--- src/rtl/meta_alu_pipe.sv ---
// rtl/meta_alu_pipe.sv - metadata ALU: opcode-driven field rewrite carried through a LATENCY-deep pipeline
// Optional statistics counters compiled in with `define META_ALU_STATS_EN.
module meta_alu_pipe #(
  parameter int STAGE_ID   = 0,
  parameter int ACTION_LEN = 25,
  parameter int META_LEN   = 256,
  parameter int LATENCY    = 5
) (
  input  logic                  clk,
  input  logic                  rst_n,
  input  logic [META_LEN-1:0]   comp_meta_data_in,
  input  logic                  comp_meta_data_valid_in,
  input  logic [ACTION_LEN-1:0] action_in,
  input  logic                  action_valid_in,
  output logic [META_LEN-1:0]   comp_meta_data_out,
  output logic                  comp_meta_data_valid_out,
  output logic [31:0]           stat_pkt_cnt,
  output logic [31:0]           stat_discard_cnt,
  output logic [31:0]           stat_mismatch_cnt
);

  logic [3:0]          w_opcode;
  logic [7:0]          w_dst_port;
  logic                w_discard;
  logic [5:0]          w_next_tid;
  logic [META_LEN-1:0] w_result;

  assign w_opcode   = action_in[24:21];
  assign w_dst_port = action_in[20:13];
  assign w_discard  = action_in[12];
  assign w_next_tid = action_in[10:5];

  // Bits not listed in the decode (and the bookkeeping-only stage index) are intentionally unused.
  logic [31:0] w_unused_stage;
  logic        w_unused;
  assign w_unused_stage = STAGE_ID;
  assign w_unused       = ^{action_in, comp_meta_data_valid_in, w_unused_stage};

  always_comb begin
    w_result = comp_meta_data_in;
    case (w_opcode)
      4'b1100: begin
        w_result[31:24]             = w_dst_port;
        w_result[META_LEN-1 -: 6]   = w_next_tid;
      end
      4'b1101: begin
        w_result[128]               = w_discard;
        w_result[META_LEN-1 -: 6]   = w_next_tid;
      end
      4'b1110: begin
        w_result[31:24]             = w_dst_port;
        w_result[128]               = w_discard;
        w_result[META_LEN-1 -: 6]   = w_next_tid;
      end
      4'b1111: w_result[META_LEN-1 -: 6] = w_next_tid;
      default: ;
    endcase
  end

  logic [LATENCY-1:0]  r_v;
  logic [META_LEN-1:0] r_d [LATENCY];
  logic [LATENCY-1:0]  w_v_in;
  logic [META_LEN-1:0] w_d_in [LATENCY];

  always_comb begin
    w_v_in[0] = action_valid_in;
    w_d_in[0] = w_result;
    for (int i = 1; i < LATENCY; i++) begin
      w_v_in[i] = r_v[i-1];
      w_d_in[i] = r_d[i-1];
    end
  end

  always_ff @(posedge clk) begin
    if (!rst_n) r_v <= '0;
    else        r_v <= w_v_in;
  end

  // Data moves only with a valid token, so the last stage holds the last emitted result across bubbles.
  always_ff @(posedge clk) begin
    for (int i = 0; i < LATENCY; i++) begin
      if (w_v_in[i]) r_d[i] <= w_d_in[i];
    end
    if (!rst_n) r_d[LATENCY-1] <= '0;
  end

  assign comp_meta_data_out       = r_d[LATENCY-1];
  assign comp_meta_data_valid_out = r_v[LATENCY-1];

`ifdef META_ALU_STATS_EN
  logic [31:0] r_pkt_cnt;
  logic [31:0] r_discard_cnt;
  logic [31:0] r_mismatch_cnt;

  always_ff @(posedge clk) begin
    if (!rst_n) begin
      r_pkt_cnt      <= '0;
      r_discard_cnt  <= '0;
      r_mismatch_cnt <= '0;
    end else begin
      if (comp_meta_data_valid_out && r_pkt_cnt != 32'hFFFF_FFFF)
        r_pkt_cnt <= r_pkt_cnt + 32'd1;
      if (comp_meta_data_valid_out && comp_meta_data_out[128] && r_discard_cnt != 32'hFFFF_FFFF)
        r_discard_cnt <= r_discard_cnt + 32'd1;
      if (action_valid_in && !comp_meta_data_valid_in && r_mismatch_cnt != 32'hFFFF_FFFF)
        r_mismatch_cnt <= r_mismatch_cnt + 32'd1;
    end
  end

  assign stat_pkt_cnt      = r_pkt_cnt;
  assign stat_discard_cnt  = r_discard_cnt;
  assign stat_mismatch_cnt = r_mismatch_cnt;
`else
  assign stat_pkt_cnt      = 32'd0;
  assign stat_discard_cnt  = 32'd0;
  assign stat_mismatch_cnt = 32'd0;
`endif

endmodule

--- config.mk ---
export PLATFORM = sky130hd
export DESIGN_NAME = meta_alu_pipe
export DESIGN_NICKNAME = d
export VERILOG_FILES = /design/src/rtl/meta_alu_pipe.sv
export SDC_FILE = /design/constraint.sdc
export NUM_CORES = 1
export LEC_CHECK = 0
export ABC_AREA = 1
export CORE_ASPECT_RATIO = 2
export CORE_MARGIN = 3
export CORE_UTILIZATION = 30
export DETAILED_ROUTE_END_ITERATION = 8
export HOLD_SLACK_MARGIN = 0.15
export PLACE_DENSITY = 0.48
export SLEW_MARGIN = 15
export SYNTH_ARGS = -nofsm -noshare
export SYNTH_HDL_FRONTEND = slang
export SYNTH_SLANG_ARGS = --single-unit
--- constraint.sdc ---
create_clock -name clk -period 17.1 [get_ports clk]
set_input_delay 3.42 -clock clk [delete_from_list [all_inputs] [get_ports clk]]
set_output_delay 3.42 -clock clk [all_outputs]
set_load 0.02 [all_outputs]
# Yosys cells after proc, flatten, opt, wreduce, memory -nomap -nowiden
# Memory sizes are Yosys's and may differ from the RTL's.
# Cells that the tools add are included.
[op_classes]
n_eq_ne = 4
muxes = 15
n_bitwise = 1
n_reduce_logical = 3
[op_table]
columns = ["cell", "n"]
rows = [
  ["two-way mux 256 bit", 1],
  ["equality test 4 bit, second input constant", 4],
  ["two-way mux 1 bit", 12],
  ["two-way mux 8 bit", 1],
  ["two-way mux 6 bit", 1],
  ["OR reduction 2 bit", 2],
  ["OR reduction 4 bit", 1],
  ["OR 1 bit", 1],
]
[word_totals]
reg_bits = 5
ram_bits = 1280
output_inout_bits = 353
word_cells = 25
mem_count = 1
[memory_table]
columns = ["name", "depth", "width", "rd", "rd_ports_with_merged_regs", "write_ports", "line_no", "rtl"]
rows = [
  ["r_d", 5, 256, 5, 0, 5, "61", "logic [META_LEN-1:0] r_d [LATENCY];"],
]

# Logic depth before layout (Yosys ltp)
# Gate-level depths: netlist of the first run.
[depth]
depth_word = 3
mapped_depth = 6

# Worst setup path after synthesis of the first run
# No wires, ideal clock.
[synth_timing]
path_kind = "reg2reg"
from = "register r_v[0]"
to = "memory r_d[1][0], enable pin"
arrival_ns = 5.901
required_ns = 16.457
slack_ns = 10.556
path_stages_with_launch = 1
path_buffers = 0
period_less_slack_ns = 6.544
path_cell_list = "dfxtp_1"
[synth_rtl]
columns = ["item", "line_no", "rtl"]
rows = [
  ["from (decl)", "60", "logic [LATENCY-1:0] r_v;"],
  ["from (signal assigned)", "76", "else r_v <= w_v_in;"],
  ["to (decl)", "61", ""],
]

==> metrics.md, run 1 <==
| Metric | Value |
|---|---|
| Via/cell ratio | about 4 |
| GR Util met1 | 13.7% |
| Area growth from synthesis to layout | 26.0% |
| Detail Route Antenna Nets | 0 |
| Slowest cell on crit path | clkdlybuf4s50_1 |
| Predominant post-synthesis flop cell | edfxtp_1 |
| CP required | roughly 14 ns |
| CTS Hold Buffers Added | 0 |
| Reg area | between 30000 and 40000 µm² |
| Final cell count without fillers | 4722 |
| Post-Syn Area | 40700 µm² |
| Sw power | 1.31 mW |
| Core region area | 134000 µm² |
| Setup bufs post-CTS | 0 |
| CP arrival | about 1.8 ns |
| TNS Setup | 0 ns |
| Detail Placement HPWL | 54300 µm |
| Min-delay src | r_d[0][40] |
| Final setup violation count | 0 |
| Initial DRC count | a little over 1000 |
| Die height | ~530 µm |
| Dpl cell area | between 40000 and 50000 µm² |
| Launching point of the worst reg2reg path | r_v[0] |
| Switching Fraction | 20.7% |
| Worst Path Buf+Inv | 1 |
| Via count | approximately 19000 |
| Input/output buffers | about 530 |
| Global-route wire length before repair | between 100000 and 150000 µm |
| RSZ-0062 raised after global routing | no |
| Worst VDD drop | slightly below 0.00008 V |
| Syn. warnings | 0 |
| Fin nets | ~3200 |
| Busiest grt layer | met2 |
| Synth cell types | 15 |
| Top post-synthesis cells by area | edfxtp_1, dfxtp_1, nor2_1, o21ai_0, buf_4 |
| Worst r2r path cells | 3 |
| Combinational share of power | around 3.2% |
| Internal | 5.02 mW |
| GRT Util Overall | 12.3% |
| Most common cell in the netlist | edfxtp_1 |
| Leak | 17.9 nW |
| Share of cells above drive strength 1 | under 10% |
| Die width | ~270 µm |
| Die Area | around 140000 µm² |
| Fin area | approximately 51000 µm² |
| Gpl congestion | around 0.73 |
| Setup slack, reg-to-reg | 13.67 ns |
| Post-CTS Resized | 0 |
| Tightest Pin Transition | roughly 1.1 ns |
| Crit-path cells | clkdlybuf4s50_1 |
| Fmax | roughly 0.19 GHz |
| Status | finished, final reports clean |
| Setup CP Type | flip-flop to primary output |
| Final min period | approximately 5.2 ns |
| Commonest cells in the netlist | edfxtp_1, nor2_1, dfxtp_1, o21ai_0, buf_4 |
| Final period util | 30.5% |
| Row count | between 150 and 200 |
| Clk slew on worst S/H paths | 0.07 ns |
| Residual DRC count | 0 |
| Pre-antenna DRT Iters | 5 |
| Number of CTS-inserted buffers | between 100 and 150 |
| Longest Clk Path Bufs | 3 |
| Seq cells post-synth | roughly 1300 |
| Multi-input logic area | roughly 3800 µm² |
| Initial antenna violation count | 43 |
| # placed instances | ~4500 |
| Largest net degree at the start of global routing | approximately 190 |
| Top Family by Delay on Critical Path | buffers and inverters |
| Sequential fraction of the synthesis area | about nine tenths |
| Initial Util | between 30% and 40% |
| Met3 usage | approximately 6.4% |
| CP Launch Type | flip-flop |
| # Max-Cap Violations | 0 |
| Syn Inst Count | 2300 |
| Hold Path Sink | r_d[1][40] |
| Hold_ws | slightly below 0.4 ns |
| TritonCTS clock tree | yes |
| Clock skew | 0.0275 ns |
| I/O pin count | about 640 |
| EDFF count, synth | between 1000 and 1500 |
| Grt met2 use | roughly a fifth |
| Total gr overflow | 0 |
| Post-synth top area cell | edfxtp_1 |
| Hold path cells | 0 |
| # clock sinks | ~1300 |
| Synth Area per Inst | between 15 and 20 µm² |
| CTS root buffer | clkbuf_16 |
| Worst r2r dst | r_d[1][12] |
| Worst-Skew Late Latency | approximately 0.7 ns |
| Power per cell area | about 120 nW/µm² |
| Slew Limit Fails | 0 |
| Hold crit path type | flip-flop to flip-flop |
| Sequential group share of total power | between 50% and 60% |
| Vias in the first global route | ~20000 |
| Clock share of power | between 40% and 50% |
| Fill count | between 10000 and 15000 |
| Routed WL | roughly 88000 µm |
| Worst-path fanout max | 2 |
| Drt wl/cell | 18.6 µm |
| FFs w/ async S/R, synth | 0% |
| Max incr delay on CP | just over 0.7 ns |
| Fin. Hold Viols | 0 |
| H-Tree Depth | 3 |
| Layout Utilization | a little under two fifths |
| Synth top area share | 75.5% |
| Setup crit end kind | primary output |
| Slew margin rel. | 29.8% |
==> cells in the final DEF (no fill, tap or decap), drive strengths merged, types with 9 or more instances in the layout <==
master / netlist / routed
diode: 0 / 16
inv: 9 / 17
clkinv: 0 / 43
nand3: 9 / 9
nand2: 45 / 45
nor2: 512 / 512
clkdlybuf4s50: 0 / 532
o21ai: 256 / 256
buf: 148 / 23
dfxtp: 261 / 261
conb: 1 / 96
edfxtp: 1024 / 1024
clkbuf: 34 / 143
bufinv: 0 / 10
==> final cells by class <==
cell class | count | area share (%)
Clock buffer | 143 | 5.97
Multi-Input combinational cell | 919 | 7.37
Sequential cell | 1285 | 70.1
Inverter | 9 | 0.0805
Clock inverter | 67 | 1.39
Antenna cell | 16 | 0.0780
Tap cell | 1728 | 4.21
Timing Repair Buffer | 555 | 10.8
==> power groups by stage <==
stage	Clock (mW)	Sequential [mW]	Combinational (mW)
floorplan	0	3.64	0.0635
global placement	0	3.60	0.209
detailed placement	0	3.61	0.211
CTS	2.71	3.54	0.212
global route	2.82	3.55	0.223
finish	2.59	3.54	0.205
==> how the worst max path moves through the flow <==
stage	to	cells after the start	startpoint	slack [ns]
2_1_floorplan	r_d[1][0]	0	r_v[0]	10.56
3_3_place_gp	r_d[0][100]	2	action_valid_in	11.73
3_5_place_dp	r_d[0][98]	2	action_valid_in	11.72
4_1_cts	comp_meta_data_out[210]	1	r_d[4][210]	11.75
5_1_grt	comp_meta_data_out[217]	1	r_d[4][217]	11.77
6_report	comp_meta_data_out[217]	1	r_d[4][217]	11.88
==> registers in the layout, summed over array words and instances, names as in the netlist <==
name	cells
r_d	1280
r_v	5
==> metal layers <==
metal,share of wire [%],vias to the layer above
li1,-,9250
met1,39,9328
met2,47,626
met3,11,191
met4,2.8,54
met5,0.40,-
==> per-stage QoR <==
stage	power (mW)	setup WS, ns
after detailed placement	3.82	11.72
final	6.33	11.88
after global routing	6.59	11.77
after CTS	6.46	11.75
after global placement	3.81	11.73
after floorplan	3.71	10.56
==> kinds of logic (layout without fill, tap and decap cells) <==
logic type	Yosys count	after routing	synth area share [%]
flops	1285	1285	88.3
other cells	1	112	0.00921
buf+inv	191	774	3.24
simple gates	567	567	5.26
compound gates	256	256	3.15
(Power assumes the default switching activity.)
==> run 2, diff against run 1 <==
- PLACE_DENSITY: 0.48 -> 0.49
- clock period: 17.1 -> 4.5 ns (I/O delays scaled with it)
==> metrics.md, run 2 (synthesized netlist as in run 1, its figures left out) <==
| Metric | Value |
|---|---|
| Status | finished, final reports clean |
| Via count | 19300 |
| Initial DRC count | about 1100 |
| Die Area | 140000 µm² |
| CP Launch Type | flip-flop |
| Tightest Pin Transition | 0.973 ns |
| Slew Limit Fails | 0 |
| Fin. Hold Viols | 0 |
| Most frequent cells in the layout | edfxtp_1, clkdlybuf4s50_1, nor2_1 |
| Final cell count without fillers | ~4700 |
| Total gr overflow | 0 |
| Post-CTS Resized | 0 |
| # placed instances | between 4000 and 5000 |
| I/O pin count | 638 |
| CP startpoint | r_d[4][215] |
| Clock skew | 0.0159 ns |
| Largest net degree at the start of global routing | 202 |
| Final setup violation count | 0 |
| Fin nets | between 3000 and 4000 |
| TNS Setup | 0 ns |
| CTS Hold Buffers Added | 0 |
| CTS root buffer | clkbuf_16 |
| Number of CTS-inserted buffers | 112 |
| Detail Route Antenna Nets | 0 |
| Setup CP Type | flip-flop to primary output |
| Global-route wire length before repair | roughly 120000 µm |
| Max incr delay on CP | roughly 0.65 ns |
| Drt wl/cell | between 15 and 20 µm |
| Share of cells above drive strength 1 | 7.04% |
| Hold_ws | roughly 0.41 ns |
| # clock sinks | between 1000 and 1500 |
| Slowest cell on crit path | clkdlybuf4s50_1 |
| Slew margin rel. | 35.2% |
| Largest registers | r_d x1280, r_v x5 |
| Clock share of power | approximately two fifths |
| CP arrival | between 1.5 and 2 ns |
| Gpl congestion | slightly above 0.7 |
| Sw power | around 4.9 mW |
| Fill count | between 10000 and 15000 |
| Vias in the first global route | just under 20000 |
| Area growth from synthesis to layout | 26.2% |
| Die width | 267 µm |
| Input/output buffers | 534 |
| Min-delay src | r_d[2][28] |
| Switching Fraction | about 21% |
| CP required | roughly 3.6 ns |
| Via/cell ratio | 4.07 |
| # Max-Cap Violations | 0 |
| Leak | around 18 nW |
| Internal | ~19 mW |
| Final min period | ~2.7 ns |
| Sequential group share of total power | 56.5% |
| Clk slew on worst S/H paths | ~0.07 ns |
| Worst VDD drop | about 0.00033 V |
| Pre-antenna DRT Iters | 5 |
| Row count | 190 |
| Reg with most FFs | r_d |
| Residual DRC count | 0 |
| Die height | roughly 530 µm |
| Power per cell area | 464 nW/µm² |
| H-Tree Depth | 3 |
| Launching point of the worst reg2reg path | r_v[3] |
| Final worst slack | roughly 1.8 ns |
| Fmax | around 0.38 GHz |
| Crit-path cells | clkdlybuf4s50_1 |
| Final period util | between 50% and 60% |
| Longest Clk Path Bufs | 3 |
| Worst-path fanout max | 2 |
| Hold crit path type | flip-flop to flip-flop |
| Initial antenna violation count | 44 |
| Setup bufs post-CTS | 0 |
| Detail Placement HPWL | roughly 53000 µm |
| GRT Util Overall | 11.8% |
| Initial Util | between 30 and 40% |
| DP Worst Slack | about 1.9 ns |
| Setup crit end kind | primary output |
| Combinational share of power | approximately 3.3% |
| Most common cell after layout, fill and taps aside | edfxtp_1 |
| Routed WL | 84400 µm |
| Worst-Skew Late Latency | 0.69 ns |
| Max reg flops | ~1300 |
| Worst Path Buf+Inv | 1 |
| TritonCTS clock tree | yes |
| RSZ-0062 raised after global routing | no |
| Core region area | between 100000 and 150000 µm² |
| Top Family by Delay on Critical Path | buffers and inverters |
[run 2: cell types whose count changed in the layout (fill, tap and decap cells not counted), sizes merged]
cell,before,now
diode,16,21
clkinv,43,45
inv,17,19
bufinv,10,9
clkinvlp,6,7
clkbuf,143,142
buf,23,27
[run 2: per-stage QoR]
step	util (%)	power [mW]	cell area (µm²)
floorplan	-	14.1	41100
finish	38.3	23.8	51400
global route	38.2	24.8	51300
detailed placement	35.5	14.5	47700
CTS	38.2	24.3	51300
global placement	35.5	14.5	47700
[run 2: layer usage]
| layer | global-route usage [%] | part of all wire [%] |
|---|---|---|
| met2 | 18.5 | 45 |
| met5 | 0 | 0.34 |
| met1 | 13.5 | 39 |
| met3 | 6.43 | 12 |
| met4 | 4.74 | 3.1 |
[run 2: final timing paths]
check | end | slack, ns | cells past startpoint
setup / recovery | comp_meta_data_out[215] | 1.85 | 1
hold / removal | r_d[3][28] | 0.41 | 0
setup reg to reg | r_d[4][40] | 2.04 | 4
hold reg to reg | r_d[3][28] | 0.41 | 0
[run 2: area by class of cell]
cell class	instances	area, µm²	area share (%)
Sequential cell	1285	36000	70.0
Antenna cell	21	52.6	0.102
Clock inverter	71	647	1.26
Multi-Input combinational cell	919	3780	7.36
Timing Repair Buffer	560	5700	11.1
Tap cell	1728	2160	4.21
Clock buffer	141	3000	5.84
Inverter	9	41.3	0.0804
[run 2: power groups by stage]
stage | combinational (mW) | clock [mW] | sequential [mW]
global route | 0.854 | 10.5 | 13.5
CTS | 0.807 | 10.1 | 13.5
global placement | 0.797 | 0 | 13.7
finish | 0.784 | 9.59 | 13.5
floorplan | 0.241 | 0 | 13.8
detailed placement | 0.804 | 0 | 13.7
==> run 3, diff against run 2 <==
- PLACE_DENSITY: 0.49 -> 0.48
- clock period: 4.5 -> 2.7 ns (I/O delays scaled with it)
==> metrics.md, run 3 (synthesized netlist as in run 1, its figures left out) <==
| Metric | Value |
|---|---|
| Status | finished, final reports clean |
| Detail Route Antenna Nets | 0 |
| Worst Path Buf+Inv | 1 |
| Tightest Pin Transition | ~1.0 ns |
| Setup crit end kind | primary output |
| Clock skew | 0.0211 ns |
| Dpl cell area | between 40000 and 50000 µm² |
| Min-delay src | r_d[1][208] |
| Worst-Skew Late Latency | between 0.6 and 0.7 ns |
| Via count | 19400 |
| Total power | 39.8 mW |
| Largest registers | r_d x1280, r_v x5 |
| TritonCTS clock tree | yes |
| Hold crit path type | flip-flop to flip-flop |
| Die width | ~270 µm |
| Most frequent cells in the layout | edfxtp_1, clkdlybuf4s50_1, nor2_1 |
| Initial antenna violation count | 45 |
| Share of cells above drive strength 1 | between 7 and 8% |
| Power per cell area | roughly 770 nW/µm² |
| Row count | 190 |
| Pre-antenna DRT Iters | 4 |
| Drt wl/cell | between 15 and 20 µm |
| Largest net degree at the start of global routing | approximately 140 |
| Slew Limit Fails | 0 |
| Worst r2r path cells | 4 |
| Slew margin rel. | a little under a third |
| Initial DRC count | ~1000 |
| Fin. Hold Viols | 0 |
| Fill count | roughly 12000 |
| Die Area | between 100000 and 150000 µm² |
| Input/output buffers | about 530 |
| Setup CP Type | flip-flop to primary output |
| Final period util | 84.6% |
| Residual DRC count | 0 |
| # clock sinks | 1285 |
| Via/cell ratio | around 4.1 |
| Global-route wire length before repair | around 120000 µm |
| CTS root buffer | clkbuf_16 |
| Worst VDD drop | 0.000490 V |
| Hold path cells | 0 |
| Final min period | around 2.3 ns |
| Max reg flops | between 1000 and 1500 |
| Final cell count without fillers | between 4000 and 5000 |
| Layout Utilization | approximately 39% |
| Longest Clk Path Bufs | 3 |
| # Max-Cap Violations | 0 |
| CP arrival | between 1.5 and 2 ns |
| Total gr overflow | 0 |
| Setup bufs post-CTS | 0 |
| Fmax | ~0.44 GHz |
| Fin nets | roughly 3200 |
| Vias in the first global route | a little under 20000 |
| Setup slack, reg-to-reg | 0.98 ns |
| Number of CTS-inserted buffers | about 110 |
| Fin area | around 52000 µm² |
| I/O pin count | 638 |
| Clk slew on worst S/H paths | around 0.060 ns |
| Final setup violation count | 0 |
| Leak | approximately 18 nW |
| Crit-path cells | clkdlybuf4s50_1 |
| Gpl congestion | roughly 0.7 |
| Die height | 527 µm |
| CP Launch Type | flip-flop |
| Initial Util | 30.3% |
| TNS Setup | 0 ns |
| Launching point of the worst reg2reg path | r_v[3] |
| Worst r2r dst | r_d[4][199] |
| Top Family by Delay on Critical Path | buffers and inverters |
| Max incr delay on CP | between 0.7 and 0.8 ns |
| # placed instances | between 4000 and 5000 |
| Slowest cell on crit path | clkdlybuf4s50_1 |
| Routed WL | about 84000 µm |
| Core region area | 134000 µm² |
| GRT Util Overall | a little under an eighth |
| Worst-path fanout max | 2 |
| Most common cell after layout, fill and taps aside | edfxtp_1 |
| CP required | ~2.2 ns |
| Hold Path Sink | r_d[2][208] |
| Reg with most FFs | r_d |
| Area growth from synthesis to layout | 27.3% |
| RSZ-0062 raised after global routing | no |
| H-Tree Depth | 3 |
| Detail Placement HPWL | around 56000 µm |
## run 3: power breakdown
group / internal [mW] / leakage (nW) / switching [mW]
clock: 8.93 / 1.81 / 7.15
sequential: 22.2 / 11.7 / 0.211
combinational: 0.607 / 4.58 / 0.758
## run 3: area by class of cell
class	count	area (µm²)	area share, %
multi-input cells	919	3780	7.30
clock buffers	151	3120	6.02
diodes	21	52.6	0.101
flip-flops and latches	1285	36000	69.4
inverters	9	41.3	0.0797
repair buffers	587	6100	11.8
clock inverters	61	586	1.13
well taps	1728	2160	4.17
## run 3: timing repair
| action | CTS | global route |
|---|---|---|
| hold endpoints to repair | 10 | 0 |
| gates resized for setup | 0 | 0 |
| hold buffers | 2 | 0 |
## run 3: worst max path at each step
stage,from,end,depth (start not counted),slack (ns)
final,r_d[4][128],comp_meta_data_out[128],1,0.42
after global routing,r_d[4][128],comp_meta_data_out[128],1,0.29
after CTS,r_d[4][128],comp_meta_data_out[128],1,0.29
after detailed placement,action_in[23],r_d[0][29],6,0.63
after global placement,action_in[23],r_d[0][24],6,0.64
after floorplan,r_v[0],r_d[1][0],0,0.26
## run 3: metal layers
metal	global-route usage (%)	part of all wire, %	wire, µm
met1	13.5	39	33200
met2	19.0	46	38600
met3	6.09	12	9910
met4	4.42	2.8	2360
met5	0	0.36	305
## run 3: metrics by stage
step | hold slack [ns] | worst slack (ns)
4_1_cts | 0.304 | 0.291
2_1_floorplan | 0.400 | 0.262
5_1_grt | 0.329 | 0.293
3_5_place_dp | 0.405 | 0.627
6_report | 0.397 | 0.415
3_3_place_gp | 0.400 | 0.640
